**config.mk**
```make
export PLATFORM = sky130hd
export DESIGN_NAME = uart_tx_param
export DESIGN_NICKNAME = d
export VERILOG_FILES = /design/src/rtl/uart_pkg.sv /design/src/rtl/uart_baud_cnt.sv /design/src/rtl/uart_tx_param.sv
export SDC_FILE = /design/constraint.sdc
export NUM_CORES = 1
export LEC_CHECK = 0
export BUFFER_PORTS_ARGS = -buffer_cell sky130_fd_sc_hd__buf_2
export CAP_MARGIN = 20
export CORE_MARGIN = 1.5
export CORE_UTILIZATION = 40
export DETAILED_ROUTE_END_ITERATION = 12
export GPL_TIMING_DRIVEN = 0
export PLACE_DENSITY = 0.71
export SETUP_SLACK_MARGIN = 0.15
export SYNTH_ARGS = -nofsm -noshare
export SYNTH_HDL_FRONTEND = slang
export SYNTH_HIERARCHICAL = 1
export SYNTH_SLANG_ARGS = --single-unit
```
**constraint.sdc**
```tcl
create_clock -name tx_clk -period 1.55 [get_ports tx_clk]
set_clock_uncertainty 0.05 [all_clocks]
set_input_delay 0.0775 -clock tx_clk [delete_from_list [all_inputs] [get_ports tx_clk]]
set_output_delay 0.0775 -clock tx_clk [all_outputs]
set_load 0.05 [all_outputs]
```
**src/rtl/uart_pkg.sv**
```systemverilog
// Shared UART definitions: parity modes, transmitter FSM states and frame sizing.
package uart_pkg;

    localparam int PAR_NONE = 0;
    localparam int PAR_ODD  = 1;
    localparam int PAR_EVEN = 2;

    typedef enum logic [2:0] {
        ST_IDLE,
        ST_START,
        ST_DATA,
        ST_PARITY,
        ST_STOP
    } uart_state_e;

    // Frame length in clock cycles, start bit through last stop bit.
    function automatic int unsigned frame_len(
        input int unsigned data_bits,
        input int unsigned parity,
        input int unsigned stop_bits,
        input int unsigned clks_per_bit
    );
        int unsigned bits;
        bits = 1 + data_bits + stop_bits;
        if (parity != 0) begin
            bits = bits + 1;
        end
        return clks_per_bit * bits;
    endfunction

endpackage

```
**src/rtl/uart_baud_cnt.sv**
```systemverilog
// Bit-period counter: flags the last clock cycle of each serial bit.
module uart_baud_cnt #(
    parameter int CLKS_PER_BIT = 1
) (
    input  logic clk_i,
    input  logic rst_ni,
    input  logic clr_i,
    output logic bit_end_o
);

    generate
        if (CLKS_PER_BIT == 1) begin : g_direct
            // Clock already runs at the baud rate: every cycle ends a bit.
            logic unused_ok;
            assign unused_ok = ^{clk_i, rst_ni, clr_i};
            assign bit_end_o = 1'b1;
        end else begin : g_div
            localparam int CNT_W = $clog2(CLKS_PER_BIT);
            localparam logic [CNT_W-1:0] CNT_LAST = CNT_W'(CLKS_PER_BIT - 1);

            logic [CNT_W-1:0] clk_cnt_q, clk_cnt_d;

            assign bit_end_o = (clk_cnt_q == CNT_LAST);

            always_comb begin
                clk_cnt_d = clk_cnt_q + CNT_W'(1);
                if (clr_i || bit_end_o) begin
                    clk_cnt_d = '0;
                end
            end

            always_ff @(posedge clk_i) begin
                if (!rst_ni) begin
                    clk_cnt_q <= '0;
                end else begin
                    clk_cnt_q <= clk_cnt_d;
                end
            end
        end
    endgenerate

endmodule

```
**src/rtl/uart_tx_param.sv**
```systemverilog
// Parametrised UART transmitter: start, DATA_BITS LSB-first, optional parity,
// 1 or 2 stop bits; accepts back-to-back words with no idle gap.
module uart_tx_param
    import uart_pkg::*;
#(
    parameter int DATA_BITS    = 8,
    parameter int PARITY       = 0,
    parameter int STOP_BITS    = 1,
    parameter int CLKS_PER_BIT = 1
) (
    input  logic                 tx_clk,
    input  logic                 rst,
    input  logic                 en,
    input  logic [DATA_BITS-1:0] data_in,
    output logic                 data_out,
    output logic                 ready,
    output logic                 start,
    output logic                 busy,
    output logic                 done
);

    localparam int IDX_W = $clog2(DATA_BITS);
    localparam logic [IDX_W-1:0] IDX_LAST = IDX_W'(DATA_BITS - 1);
    localparam logic STOP_LAST = 1'(STOP_BITS - 1);

    uart_state_e          state_q, state_d;
    logic [DATA_BITS-1:0] shreg_q, shreg_d;
    logic [IDX_W-1:0]     bit_idx_q, bit_idx_d;
    logic                 stop_idx_q, stop_idx_d;
    logic                 par_q, par_d;
    logic                 data_out_q, data_out_d;
    logic                 done_q, done_d;

    logic bit_end;
    logic cnt_clr;
    logic last_stop;
    logic accept;

    uart_baud_cnt #(
        .CLKS_PER_BIT(CLKS_PER_BIT)
    ) u_baud_cnt (
        .clk_i    (tx_clk),
        .rst_ni   (rst),
        .clr_i    (cnt_clr),
        .bit_end_o(bit_end)
    );

    assign cnt_clr   = (state_q == ST_IDLE);
    assign last_stop = (state_q == ST_STOP) && bit_end && (stop_idx_q == STOP_LAST);
    assign ready     = (state_q == ST_IDLE) || last_stop;
    assign accept    = en && ready;

    assign data_out = data_out_q;
    assign start    = (state_q == ST_START);
    assign busy     = (state_q != ST_IDLE);
    assign done     = done_q;

    // data_out is registered, so each branch loads the level of the bit about to begin.
    always_comb begin
        state_d    = state_q;
        shreg_d    = shreg_q;
        bit_idx_d  = bit_idx_q;
        stop_idx_d = stop_idx_q;
        par_d      = par_q;
        data_out_d = data_out_q;
        done_d     = 1'b0;

        case (state_q)
            ST_IDLE: begin
                data_out_d = 1'b1;
            end
            ST_START: begin
                if (bit_end) begin
                    state_d    = ST_DATA;
                    bit_idx_d  = '0;
                    data_out_d = shreg_q[0];
                end
            end
            ST_DATA: begin
                if (bit_end) begin
                    shreg_d = shreg_q >> 1;
                    if (bit_idx_q == IDX_LAST) begin
                        if (PARITY != PAR_NONE) begin
                            state_d    = ST_PARITY;
                            data_out_d = par_q;
                        end else begin
                            state_d    = ST_STOP;
                            stop_idx_d = 1'b0;
                            data_out_d = 1'b1;
                        end
                    end else begin
                        bit_idx_d  = bit_idx_q + IDX_W'(1);
                        data_out_d = shreg_q[1];
                    end
                end
            end
            ST_PARITY: begin
                if (bit_end) begin
                    state_d    = ST_STOP;
                    stop_idx_d = 1'b0;
                    data_out_d = 1'b1;
                end
            end
            ST_STOP: begin
                if (bit_end) begin
                    if (stop_idx_q == STOP_LAST) begin
                        state_d = ST_IDLE;
                        done_d  = 1'b1;
                    end else begin
                        stop_idx_d = 1'b1;
                    end
                    data_out_d = 1'b1;
                end
            end
            default: begin
                state_d    = ST_IDLE;
                data_out_d = 1'b1;
            end
        endcase

        // Acceptance overrides the IDLE hold or the return from the last stop bit.
        if (accept) begin
            state_d    = ST_START;
            shreg_d    = data_in;
            par_d      = (^data_in) ^ (PARITY == PAR_ODD);
            data_out_d = 1'b0;
        end
    end

    always_ff @(posedge tx_clk) begin
        if (!rst) begin
            state_q    <= ST_IDLE;
            shreg_q    <= '0;
            bit_idx_q  <= '0;
            stop_idx_q <= 1'b0;
            par_q      <= 1'b0;
            data_out_q <= 1'b1;
            done_q     <= 1'b0;
        end else begin
            state_q    <= state_d;
            shreg_q    <= shreg_d;
            bit_idx_q  <= bit_idx_d;
            stop_idx_q <= stop_idx_d;
            par_q      <= par_d;
            data_out_q <= data_out_d;
            done_q     <= done_d;
        end
    end

endmodule

```
# Word level (Yosys, flattened, before mapping)
# Index checks and enable logic that the tools add are counted.
word_totals:
  reg_bits: 17
  in_bits: 11
  output_inout_bits: 5
  wordCells: 51
classes:
  n_addsub: 1
  eq_ne: 11
  mux: 15
  bitwise: 3
  reduce_logical: 14
ops:
  columns: ["op", "n"]
  rows:
  - ["two-way mux 8 bit", 2]
  - ["case mux 3 bit (5 select lines)", 1]
  - ["two-way mux 3 bit", 3]
  - ["equality test 3 x 2 -> 1 bit (second input constant)", 2]
  - ["equality test 3 bit (second input constant)", 2]
  - ["two-way mux 1 bit", 6]
  - ["inequality test 2 bit (second input constant)", 3]
  - ["inequality test 3 bit (second input constant)", 2]
  - ["case mux 3 bit (2 select lines)", 1]
  - ["AND reduction 2 bit", 3]
  - ["AND reduction 3 bit", 2]
  - ["nonzero test 3 bit", 2]
  - ["nonzero test 2 bit", 2]
  - ["adder 3 x 1 -> 3 bit (second input constant)", 1]
  - ["equality test 3 x 1 -> 1 bit (second input constant)", 1]
  - ["zero test 3 bit", 1]
  - ["inverter 1 bit", 3]
  - ["case mux 1 bit (3 select lines)", 1]
  - ["logical AND 1 bit", 2]
  - ["inequality test 2 x 1 -> 1 bit (second input constant)", 1]
  - ["case mux 1 bit (2 select lines)", 1]
  - ["OR reduction 2 bit", 1]
  - ["logical OR 1 bit", 1]

# Logic depth before layout (Yosys ltp)
# Gate-level depths: netlist of run 1.
depth:
  ltp_word: 6
  mapped_depth: 6
  ltp_nobuf: 6

# By module
# Netlist of run 1, hierarchy kept.
by_module_without_submodules:
  columns: ["module", "n_inst", "cells_per_inst", "area_each_um2", "seq_area_each_um2"]
  rows:
  - ["uart_tx_param", 1, 86, 838.3, 320.3]
  - ["uart_baud_cnt", 1, 2, 11.3, 0.0]

# Worst setup path before layout of run 1
# OpenSTA, ideal clock, no wires.
synth_timing:
  path_kind: "register to register"
  startpoint: "register state_q[1]"
  endpoint: "register data_out_q, in the netlist data_out"
  setup_ps: 132
  t_arrival_ps: 1545
  slack_ps: -177
  stages_incl_launch_ff: 6
  path_buffers: 1
  period_less_slack_ps: 1727
  path_cell_list: "dfxtp_1 buf_4 nor3b_2 nor2b_1 a211oi_1 o31ai_1"
synth_rtl:
  columns: ["element", "line", "source"]
  rows:
  - ["start, declared", "uart_tx_param.sv:26", "uart_state_e state_q, state_d;"]
  - ["start signal, assigned", "uart_tx_param.sv:140", "state_q <= state_d;"]
  - ["equality test 3 x 1 -> 1 bit", null, null]
  - ["via start", "uart_tx_param.sv:17", "output logic start,"]
  - ["case mux 1 bit (2 select lines)", "uart_tx_param.sv:68", "case (state_q)"]
  - ["two-way mux 1 bit", "uart_tx_param.sv:122", "if (accept) begin"]
  - ["end signal, assigned", "uart_tx_param.sv:145", "data_out_q <= data_out_d;"]
  - ["end, declared", "uart_tx_param.sv:31", "logic data_out_q, data_out_d;"]
# The timed path passes the listed nets, and every way through them passes these cells.
# A chain may end at the register's enable or synchronous reset.

# Worst setup path after layout of run 1
layout_timing:
  startpoint: "register bit_idx_q[1]"
  endpoint: "register data_out_q, in the netlist data_out"
layout_between:
  elab_chain_cells: 4
layout_rtl:
  columns: ["element", "line", "source"]
  rows:
  - ["start, declared", "uart_tx_param.sv:28", "logic [IDX_W-1:0] bit_idx_q, bit_idx_d;"]
  - ["start signal, assigned", "uart_tx_param.sv:142", "bit_idx_q <= bit_idx_d;"]
  - ["equality test 3 bit", "uart_tx_param.sv:82", "if (bit_idx_q == IDX_LAST) begin"]
  - ["two-way mux 1 bit", "uart_tx_param.sv:82", null]
  - ["case mux 1 bit (2 select lines)", "uart_tx_param.sv:68", null]
  - ["two-way mux 1 bit", "uart_tx_param.sv:122", null]
# Every way passes these cells.

==> summary.md, run 1 <==
| Metric | Value |
|---|---|
| Critical path type | flip-flop to flip-flop |
| Largest net degree at the start of global routing | 11 |
| Synth Flop Type | dfxtp_1 |
| Via count | about 730 |
| Worst hold path class | primary input to flip-flop |
| Max VDD drop | approximately 0.0006 V |
| Initial Util | between 40% and 50% |
| Core Area | between 1500 and 2000 µm² |
| PortBufs | 15 |
| Number of synthesized flops with an enable pin | 0 |
| Worst r2r src | bit_idx_q[1] |
| RSZ-0062 raised after global routing | yes |
| Status | completed |
| Pre-CTS setup slack | -0.0753 ns |
| Worst flop-to-flop path endpoint | data_out |
| Clock buffer depth | 2 |
| Antenna Nets Post-Route | 0 |
| Post-route setup slack | approximately 0.063 ns |
| NetSw | 0.284 mW |
| Design area | about 1200 µm² |
| Gr ovfl total | 0 |
| GP Congestion | about 0.72 |
| CTS root buf | clkbuf_4 |
| Post-Syn Nets | 101 |
| Mapped Avg Cell Area | ~9.7 µm² |
| H-tree depth | 1 |
| Most common cell after layout, fill and taps aside | buf_2 |
| DRC viols | 0 |
| Fin crit share | between 90% and 100% |
| Comb pwr share | around 25% |
| Final #Nets | ~130 |
| Violation count after the first detailed-routing iteration | 20 |
| Setup TNS | 0 ns |
| Crit-path max FO | 4 |
| GRT Overall Usage | 15.4% |
| Worst setup path start | bit_idx_q[1] |
| Final Critical Period | about 1.5 ns |
| Reg2reg setup slack | 0.06 ns |
| Die area | roughly 2400 µm² |
| Cell variety after synth | 35 |
| Vias in the first global route | 704 |
| P&R area growth vs syn | 35.6% |
| Clk network pwr share | around 28% |
| Post-synthesis async set-or-reset flop share | 0% |
| Flop pwr share | 46.3% |
| Pre-antenna DRT Iters | 4 |
| First-pass GRT wire length | ~2900 µm |
| Final setup violation count | 0 |
| Pwr Density | between 800 and 900 nW/µm² |
| Synthesized area | 850 µm² |
| Critical Path End Type | flip-flop |
| Share of cells above drive strength 1 | 36.8% |
| Final Max Slew Viols | 0 |
| Placed Area | between 900 and 1000 µm² |
| Ant diodes | 0 |
| Achievable frequency | about 0.67 GHz |
| Net Sw Frac | 29.0% |
| #FFs+latches synth | 16 |
| Critical Path AT | about 1.6 ns |
| # rows | 16 |
| WL/cell | 12.5 µm |
| DPL Wire Length | 1220 µm |
| Die W | 49.1 µm |
| CTS buffer count | 3 |
| Most frequent cells in the layout | buf_2, dfxtp_1, nor2b_1, a22oi_1 |
| Sink Count | 16 |
| Die Y | 49.1 µm |
| Final wirelength | around 1800 µm |
| Worst setup endpoint | data_out |
| Final Hold Fails | 0 |
| CTS tree | built |
| DR vias/cell | 5.06 |
| Clock Pin Slew Worst Setup and Hold Paths | roughly 0.090 ns |
| Power Internal | around 0.70 mW |
| Cell leakage power | 0.499 nW |
| Tot Pwr | about 1 mW |
| Data required, critical path | around 1.7 ns |
| Antenna violations before repair | 0 |
| Worst setup SP type | flip-flop |
| Sequential fraction of the synthesis area | 37.7% |
| Yosys warning count | 6 |
| Syn Inst Count | 88 |
| Max_cap viols | 0 |
| Worst skew pair latency | around 0.29 ns |
| Boundary Pins | 16 |
| FF-to-FF path depth | 6 |
==> kinds of logic (layout without fill, tap and decap cells) <==
kind of cell | count (synthesis) | count (layout) | share of synthesized area, %
other | 1 | 1 | 0.441
adder cells (fa/ha/maj) | 2 | 2 | 2.95
AO/OA/AOI/OAI | 26 | 26 | 22.7
AND/OR/NAND/NOR | 31 | 31 | 24.4
buffers and inverters | 7 | 36 | 5.89
multiplexers | 5 | 5 | 5.89
flip-flops | 16 | 16 | 37.7
==> Yosys cell counts, drive strengths merged (4+ instances only) <==
cell / n / area [µm²]
nor2b: 7 / 43.8
o211a: 4 / 40.0
mux2i: 5 / 50.1
dfxtp: 16 / 320
o21ai: 6 / 33.8
nand2: 6 / 22.5
nor3b: 4 / 40.0
a21boi: 5 / 37.5
a22oi: 7 / 52.6
buf: 5 / 42.5
==> cell type report <==
class                   instances  area, µm²
repair buffers                 25        179
plain buffers                   6       50.0
fillers                       157        830
multi-input cells              65        523
well taps                      27       33.8
inverters                       1       3.75
flip-flops and latches         16        327
clock buffers                   4       36.3
==> routing by layer <==
layer	vias to the layer above	GRT usage (%)	routed length, µm
met5	-	0	0
met4	0	8.57	42
met3	5	1.84	39
met2	13	26.8	859
met1	331	18.1	863
li1	380	-	-
==> per-stage QoR <==
stage	std cells	util, %	hold slack [ns]
after detailed placement	130	48.7	0.279
after global routing	144	58.1	0.0371
final	144	58.1	0.0397
after floorplan	88	-	0.162
after global placement	130	48.7	0.268
after CTS	140	56.0	0.0350
==> what timing repair did <==
| item | in CTS | in global routing |
|---|---|---|
| hold buffers | 5 | 0 |
| pin swaps | 4 | 4 |
| hold endpoints to repair | 5 | 0 |
| gates resized for setup | 13 | 4 |
| setup buffers | 1 | 4 |
| setup endpoints to repair | 7 | 10 |
==> how the worst min path moves through the flow <==
stage          slack, ns        from         end  cells after the start
2_1_floorplan       0.16  data_in[7]  shreg_q[7]                      2
4_1_cts             0.03         rst  state_q[0]                      2
3_3_place_gp        0.27  data_in[6]  shreg_q[6]                      2
5_1_grt             0.04         rst  state_q[0]                      2
3_5_place_dp        0.28  data_in[0]  shreg_q[0]                      2
6_report            0.04         rst  state_q[0]                      2
==> power by group through the flow <==
stage	combinational [mW]	sequential, mW	clock [mW]
final	0.249	0.453	0.278
after global routing	0.267	0.456	0.300
after CTS	0.225	0.454	0.285
after detailed placement	0.201	0.462	0
after global placement	0.198	0.461	0
after floorplan	0.146	0.468	0
==> sequential cells by signal, indices dropped and copies added (netlist names) <==
signal     count
state_q        3
done           1
data_out       1
bit_idx_q      3
shreg_q        8
==> worst max-delay path, stage by stage (launching register included) <==
cell and delay (ns):
dfxtp_2 0.35, ha_4 0.16, ha_4 0.16, nor3b_2 0.21, o21ai_2 0.12, a211oi_2 0.21, o31ai_1 0.11
Note: power is estimated with default switching activity, not from simulation.
==> inputs of run 2 (changes only) <==
- clock period: 1.55 -> 1.71 ns (I/O delays scaled with it)
==> run 2 against run 1 <==
  * First-iteration DRC count fell by 80%
  * Worst setup slack improved by 0.15 ns
  * Clock power fell by 7.2%
  * Sequential power fell by 9.5%
  * Critical path depth fell by 3
  * Total power fell by 11%
==> summary.md, run 2 (synthesized netlist as in run 1, its figures left out) <==
| Metric | Value |
|---|---|
| Largest net degree at the start of global routing | 11 (unchanged) |
| Most flops, register | shreg_q |
| PortBufs | 15 (unchanged) |
| Violation count after the first detailed-routing iteration | 4 (-80%) |
| First-pass GRT wire length | 2960 µm (+2.4%) |
| CTS tree | built |
| Pre-antenna DRT Iters | 4 (unchanged) |
| Final Critical Period | approximately 1.5 ns |
| Worst setup SP type | flip-flop |
| Final Max Slew Viols | 0 (unchanged) |
| Via count | 718 (-1.5%) |
| Data required, critical path | 1.57 ns (-0.09 ns) |
| Die W | 49.1 µm (unchanged) |
| Most frequent cells in the layout | buf_2, dfxtp_1, nor2b_1 |
| Largest regs | shreg_q x8, bit_idx_q x3, state_q x3 |
| CTS buffer count | 3 (unchanged) |
| Critical path type | flip-flop to primary output |
| Final wirelength | 1710 µm (-5.0%) |
| Core Area | 1980 µm² (unchanged) |
| Antenna violations before repair | 0 (unchanged) |
| Boundary Pins | 16 (unchanged) |
| Status | completed |
| P&R area growth vs syn | 27.1% |
| Critical Path AT | 1.36 ns (-0.24 ns) |
| Worst r2r src | bit_idx_q[0] |
| H-tree depth | 1 (unchanged) |
| Critical Path End Type | primary output |
| Max reg flops | 8 (unchanged) |
| Pwr Density | 804 nW/µm² (-5.4%) |
| Clock Pin Slew Worst Setup and Hold Paths | 0.10 ns (about the same) |
| Achievable frequency | between 0.6 and 0.7 GHz |
| Flop pwr share | 47.3% (+1.0 points) |
| Antenna Nets Post-Route | 0 (unchanged) |
| Crit-path max FO | 10 (+6) |
| Clock buffer depth | 2 (unchanged) |
| Comb pwr share | 23.0% (-2.4 points) |
| Power Internal | 0.611 mW (-12%) |
| Sink Count | 16 (unchanged) |
| DR vias/cell | 5.13 (+1.3%) |
| Worst Hold Launch | data_in[5] |
| NetSw | 0.258 mW (-9.1%) |
| Cell leakage power | 0.473 nW (-5.2%) |
| DPL Wire Length | 1210 µm (-0.87%) |
| WL/cell | 12.2 µm (-2.3%) |
| Die area | 2410 µm² (unchanged) |
| Share of cells above drive strength 1 | 31.9% (-4.9 points) |
| Net Sw Frac | 29.7% (+0.74 points) |
| GRT Overall Usage | 15.6% (+0.27 points) |
| Fin crit share | 87.3% |
| Clk network pwr share | 29.7% (+1.3 points) |
| Setup TNS | 0 ns (unchanged) |
| DRC viols | 0 (unchanged) |
| Final setup violation count | 0 (unchanged) |
| Worst setup path start | state_q[1] |
| Final core occ | 54.5% (-3.7 points) |
| Ant diodes | 0 (unchanged) |
| Max VDD drop | 0.000676 V (+13%) |
| Final #Nets | 127 (-3.1%) |
| # rows | 16 (unchanged) |
| GP Congestion | 0.725 (+0.37%) |
| Worst Hold Slack | 0.0484 ns (+0.00870 ns) |
| RSZ-0062 raised after global routing | yes |
| Die Y | 49.1 µm (unchanged) |
| Final Hold Fails | 0 (unchanged) |
| CTS root buf | clkbuf_4 |
| Initial Util | 42.9% (unchanged) |
| Max_cap viols | 0 (unchanged) |
| Gr ovfl total | 0 (unchanged) |
| Worst skew pair latency | 0.29 ns (about the same) |
| Worst hold path class | primary input to flip-flop |
| Vias in the first global route | 729 (+3.6%) |
==> run 2: cell count changes in the layout (fill, tap and decap cells not counted), sizes merged <==
cell,before,now
buf,25,21
==> run 2: final cells by class <==
| class | instances | area (µm²) |
|---|---|---|
| multi-input cells | 65 | 503 |
| clock buffers | 4 | 36.3 |
| well taps | 27 | 33.8 |
| plain buffers | 6 | 46.3 |
| repair buffers | 21 | 135 |
| fillers | 186 | 902 |
| flip-flops and latches | 16 | 322 |
| inverters | 1 | 3.75 |
==> run 2: per-stage QoR <==
stage | cells | setup WS, ns | total power [mW] | cell area [µm²]
finish | 140 | 0.217 | 0.869 | 1080
global route | 140 | 0.128 | 0.910 | 1080
detailed placement | 130 | 0.132 | 0.601 | 965
global placement | 130 | 0.141 | 0.598 | 965
CTS | 139 | 0.173 | 0.872 | 1060
floorplan | 88 | 0.185 | 0.557 | 856
==> run 2: per-layer routing <==
metal | routed length [µm] | global-route usage, % | vias up
met3 | 55 | 2.15 | 4
met4 | 29 | 7.14 | 0
met1 | 793 | 18.3 | 333
met2 | 835 | 27.9 | 12
met5 | 0 | 0 | -
li1 | - | - | 369
==> run 2: critical path: stages, from the launching register on <==
cell	delay [ns]
dfxtp_1	0.33
buf_4	0.18
nor3b_4	0.25
buf_2	0.31
==> run 2: worst paths after layout <==
check	endpoint	slack, ns	cells after the start
setup / recovery	start	0.22	3
setup reg to reg	data_out	0.23	6
hold / removal	shreg_q[5]	0.05	3
hold reg to reg	shreg_q[3]	0.43	2
==> run 2: what timing repair did <==
item	4_1_cts	5_1_grt
gates resized for setup	2	4
endpoints found under the setup margin	2	4
hold endpoints to repair	5	0
cloned	0	0
pin swaps	0	4
buffers inserted	0	1
hold buffers	5	0
==> run 2: power groups by stage <==
stage / Clock, mW / Combinational, mW / Sequential [mW]
finish: 0.258 / 0.200 / 0.410
global route: 0.279 / 0.218 / 0.414
CTS: 0.265 / 0.196 / 0.411
detailed placement: 0 / 0.183 / 0.419
global placement: 0 / 0.180 / 0.418
floorplan: 0 / 0.133 / 0.424
==> inputs of run 3 (changes only) <==
- ABC_AREA: unset -> 1
==> run 3 against run 2 <==
  * Non-clock buffer count down 9
  * Final cell count up 21%
  * Die area up 1.9%
  * Global-route usage increased by 0.58 points
  * Critical path type unchanged
  * Largest power group unchanged
  * Highest routed layer unchanged
==> summary.md, run 3 <==
| Metric | Value |
|---|---|
| Status | completed |
| NetSw | 0.302 mW (+17%) |
| DPL Wire Length | 1330 µm (+10%) |
| Sink Count | 16 (unchanged) |
| Initial Util | 43.3% (+0.45 points) |
| Power Internal | 0.598 mW (-2.1%) |
| Boundary Pins | 16 (unchanged) |
| Setup Buffers After CTS | 0 (unchanged) |
| Comb pwr share | 25.2% (+2.2 points) |
| Pre-antenna DRT Iters | 4 (unchanged) |
| Clock Pin Slew Worst Setup and Hold Paths | 0.10 ns (about the same) |
| Flop pwr share | 46.2% (-1.1 points) |
| RSZ-0062 raised after global routing | no |
| Met3 WL post-DR | 117 µm (+110%) |
| Tot Pwr | 0.900 mW (+3.6%) |
| Final Critical Period | 1.45 ns (-0.0401 ns) |
| CTS buffer count | 3 (unchanged) |
| Achievable frequency | 0.688 GHz (+2.8%) |
| Critical Path AT | 1.32 ns (-0.04 ns) |
| Crit-path cells | inv_2, nand3_1, inv_1, buf_2 |
| First-pass GRT wire length | 3050 µm (+3.0%) |
| WL/cell | 10.6 µm (-13%) |
| PortBufs | 14 (-1) |
| Via count | 836 (+16%) |
| Antenna Nets Post-Route | 0 (unchanged) |
| Ant diodes | 0 (unchanged) |
| Die area | 2460 µm² (+1.9%) |
| Pwr Density | 875 nW/µm² (+8.8%) |
| Setup TNS | 0 ns (unchanged) |
| Core Area | 2000 µm² (+1.0%) |
| DRC viols | 0 (unchanged) |
| Share of cells above drive strength 1 | 23.1% (-8.8 points) |
| CTS tree | built |
| Syn Inst Count | 123 (+40%) |
| Reg2reg setup slack | 0.27 ns (+0.04 ns) |
| Max_cap viols | 0 (unchanged) |
| Worst hold path class | primary input to flip-flop |
| Final Max Slew Viols | 0 (unchanged) |
| Slowest stage cell, crit path | dfxtp_1 |
| DR vias/cell | 4.92 (-4.1%) |
| Crit-path max FO | 7 (-3) |
| Max reg flops | 8 (unchanged) |
| Net Sw Frac | 33.6% (+3.9 points) |
| Final wirelength | 1800 µm (+5.2%) |
| Critical path type | flip-flop to primary output |
| Largest net degree at the start of global routing | 11 (unchanged) |
| Final #Nets | 157 (+24%) |
| Clk network pwr share | 28.6% (-1.1 points) |
| # rows | 16 (unchanged) |
| Most flops, register | shreg_q |
| Data required, critical path | 1.57 ns (about the same) |
| GP Congestion | 0.946 (+30%) |
| Most frequent cells in the layout | nand2_1, nand3_1, buf_2, dfxtp_1, nor2_1 |
| Worst setup SP type | flip-flop |
| Cell leakage power | 0.511 nW (+8.1%) |
| Fill cells | 210 (+13%) |
| Critical Path End Type | primary output |
| Mapped Avg Cell Area | 7.05 µm² (-27%) |
| Gr ovfl total | 0 (unchanged) |
| Die Y | 49.6 µm (+0.97%) |
| Vias in the first global route | 747 (+2.5%) |
| Clock buffer depth | 2 (unchanged) |
| Post-Route M1 WL | 827 µm (+4.3%) |
| Met2 wire len | 824 µm (-1.3%) |
| Max VDD drop | 0.000609 V (-10%) |
| Most common cell after layout, fill and taps aside | nand2_1 |
| H-tree depth | 1 (unchanged) |
| Antenna violations before repair | 0 (unchanged) |
| Worst skew pair latency | 0.29 ns (about the same) |
| Die W | 49.6 µm (+0.97%) |
| CTS root buf | clkbuf_4 |
| Post-Syn Nets | 136 (+35%) |
| Crit-path max cell delay | 0.36 ns (+0.03 ns) |
| P&R area growth vs syn | 18.6% |
| GRT Overall Usage | 16.2% (+0.58 points) |
| Fin crit share | 85.0% (-2.3 points) |
| Largest regs | shreg_q x8, bit_idx_q x3, state_q x3 |
| Yosys warning count | 6 (unchanged) |
| Violation count after the first detailed-routing iteration | 11 (+7) |
| Top Layer Used | met4 |
| Final setup violation count | 0 (unchanged) |
| Synthesized area | 867 µm² (+2.1%) |
| Final Hold Fails | 0 (unchanged) |
run 3: changes by cell type in the layout (fill, tap and decap cells not counted), moves of 7 or more:
cell / change
inv_1: +7
nand3_1: +16
nand2_1: +36
nor2b_1: -7
nor2_1: +8
run 3: final timing paths:
path / from / to / cells past startpoint
worst max-delay path: state_q[2] / start / 4
worst min-delay path: rst / data_out / 2
worst max register to register: state_q[1] / bit_idx_q[1] / 7
worst min register to register: shreg_q[0] / shreg_q[0] / 2
run 3: critical path: cells and delay by family (launching register included):
family	cells	cell delay (ns)
buffers and inverters	3	0.53
DFF	1	0.36
and+or+nand+nor	1	0.13
run 3: layer usage:
| layer | GRT usage [%] | vias up |
|---|---|---|
| li1 | - | 440 |
| met1 | 16.9 | 368 |
| met2 | 27.8 | 23 |
| met3 | 6.67 | 5 |
| met4 | 8.33 | 0 |
| met5 | 0 | - |
run 3: repair_timing:
item                                   CTS  global route
gates resized for setup                  0             1
setup endpoints to repair                0             1
endpoints found under the hold margin    2             0
hold buffers                             2             0
run 3: layout make-up:
| class | count | area [µm²] | area share, % |
|---|---|---|---|
| Buffer | 2 | 12.5 | 1.22 |
| Tap cell | 27 | 33.8 | 3.28 |
| Multi-Input combinational cell | 94 | 493 | 47.9 |
| Sequential cell | 16 | 322 | 31.3 |
| Inverter | 11 | 41.3 | 4.01 |
| Timing Repair Buffer | 16 | 90.1 | 8.76 |
| Clock buffer | 4 | 36.3 | 3.53 |
run 3: stage by stage:
step                      cell area, µm²  cells  hold WS (ns)  setup WS [ns]  utilization [%]
after floorplan                      867    123         0.183          0.208                -
after global placement               971    164         0.292          0.349             48.5
after detailed placement             971    164         0.300          0.331             48.5
after CTS                           1030    170      0.000217          0.233             51.3
after global routing                1030    170        0.0163          0.152             51.4
final                               1030    170        0.0115          0.257             51.4
run 3: power by group through the flow:
stage | clock [mW] | combinational [mW] | sequential [mW]
floorplan | 0 | 0.164 | 0.432
detailed placement | 0 | 0.223 | 0.423
global route | 0.283 | 0.249 | 0.419
global placement | 0 | 0.220 | 0.423
CTS | 0.269 | 0.226 | 0.415
finish | 0.258 | 0.227 | 0.416
